<file path="src/rtl/music_sequencer.sv">
// Control unit for song_reader: turns play/next/prev pulses and song_done into
// play, song and reset_player, with track stepping, auto-advance and optional loop.
module music_sequencer #(
   parameter int NUM_SONGS = 4,
   parameter int SONG_W    = 2
) (
   input  logic              clk,
   input  logic              reset,
   input  logic              play_button,
   input  logic              next_button,
   input  logic              prev_button,
   input  logic              loop_en,
   input  logic              song_done,
   output logic              play,
   output logic [SONG_W-1:0] song,
   output logic              reset_player
);

   typedef enum logic [1:0] {
      PAUSED  = 2'd0,
      PLAYING = 2'd1,
      ADVANCE = 2'd2
   } state_t;

   localparam logic [SONG_W-1:0] LAST_SONG = SONG_W'(NUM_SONGS - 1);

   state_t            state, next_state;
   logic              resume, next_resume;
   logic [SONG_W-1:0] next_song;
   logic [SONG_W-1:0] song_inc, song_dec;
   logic              skip;

   assign song_inc = (song == LAST_SONG) ? '0 : song + SONG_W'(1);
   assign song_dec = (song == '0) ? LAST_SONG : song - SONG_W'(1);
   assign skip     = next_button ^ prev_button;

   always_ff @(posedge clk or posedge reset) begin
      if (reset) begin
         state  <= PAUSED;
         resume <= 1'b0;
         song   <= '0;
      end else begin
         state  <= next_state;
         resume <= next_resume;
         song   <= next_song;
      end
   end

   // Skips win over song_done, which wins over play_button; losers are dropped.
   always_comb begin
      next_state  = state;
      next_resume = resume;
      next_song   = song;
      case (state)
         PAUSED: begin
            if (skip) begin
               next_state  = ADVANCE;
               next_resume = 1'b0;
               next_song   = next_button ? song_inc : song_dec;
            end else if (play_button) begin
               next_state = PLAYING;
            end
         end
         PLAYING: begin
            if (skip) begin
               next_state  = ADVANCE;
               next_resume = 1'b1;
               next_song   = next_button ? song_inc : song_dec;
            end else if (song_done) begin
               next_state = ADVANCE;
               next_song  = song_inc;
               // Running off the end without looping parks on song 0, paused.
               next_resume = !((song == LAST_SONG) && !loop_en);
            end else if (play_button) begin
               next_state = PAUSED;
            end
         end
         ADVANCE: begin
            next_state = resume ? PLAYING : PAUSED;
         end
         default: begin
            next_state = PAUSED;
         end
      endcase
   end

   assign play         = (state == PLAYING);
   assign reset_player = (state == ADVANCE);

endmodule

</file>
<file path="config.mk">
export PLATFORM = sky130hd
export DESIGN_NAME = music_sequencer
export DESIGN_NICKNAME = d
export VERILOG_FILES = /design/src/rtl/music_sequencer.sv
export SDC_FILE = /design/constraint.sdc
export NUM_CORES = 1
export LEC_CHECK = 0
export CAP_MARGIN = 20
export CORE_AREA = 2 2 39 41
export CTS_BUF_LIST = sky130_fd_sc_hd__clkbuf_8 sky130_fd_sc_hd__clkbuf_16
export DETAILED_ROUTE_END_ITERATION = 7
export DIE_AREA = 0 0 41 43
export PLACE_DENSITY_LB_ADDON = 0.3
export RECOVER_POWER = 100
export SLEW_MARGIN = 20
export SYNTH_ARGS = -nofsm -noshare
export SYNTH_HDL_FRONTEND = slang
export SYNTH_SLANG_ARGS = --single-unit
</file>
<file path="constraint.sdc">
create_clock -name clk -period 1.8 [get_ports clk]
set_input_delay 0.36 -clock clk [delete_from_list [all_inputs] [get_ports clk]]
set_output_delay 0.36 -clock clk [all_outputs]
set_load 0.02 [all_outputs]
</file>
==> run_results.csv, run 1 <==
group,metric,value,unit
pwr,p_leak,0.239,nW
sta,max_slew_margin,0.750,
sta,final.setup.tns,0,ns
sta,max_freq,607,MHz
floorplan,die-width,41,microns
detailed_routing,routed_wire_length_per_instance,11.5,microns
clock_tree,clk_pin_slew,0.04,ns
layout,drive_gt1_frac,0.170,
global_route,grt_antenna_before_repair,0,
yosys,synth_top_area_share,0.337,
sta,drv_slew,0,
global_route,grt_pass1_vias,334,
sta,timing_worst_slew_pin_value,0.373,ns
place,routability_driven_placement_congestion_ratio,0.757,
min_path,worstHoldPathType,"in -> async",
clock_tree,tritoncts,"yes",
floorplan,floorplan.die_area,1760,sq um
clock_tree,ctsLongestPathBuffers,2,
sta,finalCriticalPeriod,1.65,ns
detailed_routing,drt_wl_total,795,microns
layout,final_cell_count_no_fill,69,
worst_setup_path,critical_path_required,1.44,ns
job,maxCapViolCount,0,
clock_tree,cts_buffers,3,
clock_tree,clockRootBuffer,"sky130_fd_sc_hd__clkbuf_8",
worst_setup_path,cp_cell_sequence,"dlygate4sd3_1",
yosys,asyncSetResetFlopFracSynth,1.00,
floorplan,die_height,43,microns
detailed_routing,detailroute.via_count,321,
sta,hold_viol,0,
worst_setup_path,arrival,1.29,ns
global_route,grt_pass1_wl,1.34,mm
sta,final_min_period_over_clock_period,0.916,
layout,layout.nets,63,
clock_tree,postCtsHoldBufs,0,
detailed_routing,drt_drc_violations_left,0,
floorplan,core-area,1380,sq um
place,hpwl,617,microns
clock_tree,cts_htree_levels,1,
floorplan,number_of_placed_i_o_pins,11,
worst_setup_path,crit_slowest_cell,"sky130_fd_sc_hd__dlygate4sd3_1",
yosys,yosysWarnings,0,
worst_setup_path,worstSetupPathType,"reg -> out",
yosys,synth_top_cells_by_count,"sky130_fd_sc_hd__dfrtp_1 (5), sky130_fd_sc_hd__inv_1 (4), sky130_fd_sc_hd__nor2b_1 (3)",
clock_tree,post_cts.repair.setup_buffers,0,
yosys,postSynthNetCount,47,
worst_setup_path,cpPeakStageDelay,0.69,ns
status,status,"finished clean",
layout,antenna_cells_inserted,0,
global_route,grt_start_max_net_pins,10,
sta,rsz_0062_raised_after_global_routing,"false",
layout,areaGrowthSynthToFinish,44.4,%
place,count_of_buffers_inserted_at_the_top_level_ports,10,
detailed_routing,post_drt_via_cell_ratio,4.65,
clock_tree,clk_latency,0.22,ns
detailed_routing,number_of_nets_with_antenna_violations_after_detailed_routing,0,
floorplan,floorplan.initialDensity,0.269,
floorplan,placement_rows,14,
yosys,synth.yosys.seq_area_share,0.337,
worst_setup_path,cp_max_fo,4,
yosys,postSynthRegisterBits,5,
detailed_routing,first_iter_violations,10,
yosys,synth-edff-count,0,
yosys,synth_area_leaders,"sky130_fd_sc_hd__dfrtp_1 (34%), sky130_fd_sc_hd__ha_1 (6.7%), sky130_fd_sc_hd__nor2b_1 (5.1%), sky130_fd_sc_hd__and2b_2 (4.7%), sky130_fd_sc_hd__xnor2_2 (4.4%)",
yosys,netlist-cell-type-count,25,
yosys,ys.flop_type,"sky130_fd_sc_hd__dfrtp_1",
yosys,syn-instance-count,38,
sta,fin_skew,0.000966,ns
yosys,synth.cell_area,372,sq um
pwr,pwr_per_cell_area,1390,nW/um^2
detailed_routing,detail_route.first_pass.iterations,3,
clock_tree,cts.sink_count,5,
global_route,grtUsageTotal,0.117,
yosys,syn_area_per_cell,9.78,sq um
yosys,synth.most_common_cell,"sky130_fd_sc_hd__dfrtp_1",
worst_setup_path,critPathBufInv,1,
worst_setup_path,cp-end-kind,"output port",
worst_setup_path,critical_path.startpoint_type,"register",
sta,finalHoldWorstSlack,0.469,ns
global_route,grt.overflow.total,0,
layout,fin_util,0.388,
pwr,vdd.ir_drop.worst,0.000681,V
place,placed_cells,65,
worst_setup_path,top_cell_family_by_delay_on_the_critical_path,"buffers and inverters",
sta,setup_viol,0,
yosys,post-synth-top-area-cell,"sky130_fd_sc_hd__dfrtp_1",
==> where the power goes <==
| group | internal, mW | switching (mW) | total (mW) |
|---|---|---|---|
| combinational | 0.173 | 0.180 | 0.354 |
| sequential | 0.156 | 0.0356 | 0.191 |
| clock | 0.146 | 0.0566 | 0.203 |
| total | 0.475 | 0.272 | 0.748 |
==> registers in the layout, summed over array words and instances (netlist names) <==
register	count
song	2
resume	1
state	2
==> metrics by stage <==
| step | area (sq um) | setup slack, ns | power [mW] |
|---|---|---|---|
| floorplan | 372 | 0.345 | 0.432 |
| global placement | 502 | 0.0229 | 0.579 |
| detailed placement | 502 | 0.0197 | 0.575 |
| CTS | 546 | 0.0135 | 0.780 |
| global route | 537 | 0.107 | 0.809 |
| finish | 537 | 0.152 | 0.748 |
==> placed cells by master, fill, tap and decap left out, types with 2 or more instances in the layout <==
master	count
sky130_fd_sc_hd__inv_1	5
sky130_fd_sc_hd__dfrtp_1	5
sky130_fd_sc_hd__nor2b_1	4
sky130_fd_sc_hd__clkdlybuf4s50_1	4
sky130_fd_sc_hd__dlygate4sd3_1	4
sky130_fd_sc_hd__clkbuf_8	3
sky130_fd_sc_hd__nand2_1	2
sky130_fd_sc_hd__and2b_2	2
sky130_fd_sc_hd__a21oi_1	2
sky130_fd_sc_hd__ha_1	2
sky130_fd_sc_hd__buf_4	2
==> worst paths after layout <==
check                          from       end  slack (ns)  depth (start not counted)
max in group asynchronous     reset   song[0]        1.17                          2
hold / removal                reset  state[0]        0.47                          2
setup / recovery            song[0]   song[0]        0.15                          1
min in group clk            song[1]   song[1]        0.57                          2
hold reg to reg             song[1]   song[1]        0.57                          2
setup reg to reg           state[1]   song[1]        0.34                          4
==> per-layer routing <==
layer  global-route usage  share of wire  vias to the layer above
met5                    0              0                        -
met4               0.0200              0                        0
met3               0.0942          0.088                        0
met2                0.153           0.43                        9
met1                0.149           0.48                      144
li1                     -              -                      168
==> logic make-up (layout without fill, tap and decap cells) <==
| group | Yosys count | count (layout) | share of synthesized area |
|---|---|---|---|
| flip-flops | 5 | 5 | 0.337 |
| AO/OA/AOI/OAI | 11 | 11 | 0.242 |
| adder cells (fa/ha/maj) | 2 | 2 | 0.0673 |
| multiplexers | 1 | 1 | 0.0269 |
| XOR/XNOR | 1 | 1 | 0.0438 |
| AND/OR/NAND/NOR | 13 | 13 | 0.229 |
| buffers and inverters | 5 | 20 | 0.0538 |
==> cell type report <==
cell class / instances / area [sq um]
multi-input cells: 28 / 224
well taps: 16 / 20.0
fillers: 146 / 847
clock buffers: 3 / 41.3
clock inverters: 1 / 3.75
flip-flops and latches: 5 / 125
inverters: 4 / 15.0
repair buffers: 12 / 108
==> what timing repair did <==
item,4_1_cts,5_1_grt
gates resized for setup,1,1
hold endpoints to repair,0,0
setup endpoints to repair,1,1
Power figures use the tool's default switching activity.
==> inputs of run 2 (changes only) <==
Settings changed: ABC_CLOCK_PERIOD_IN_PS set to 1800, GPL_ROUTABILITY_DRIVEN set to 0, HOLD_SLACK_MARGIN set to 0.06.
==> results of run 2 <==
No change in the layout: final DEF, timing and power equal those of run 1.
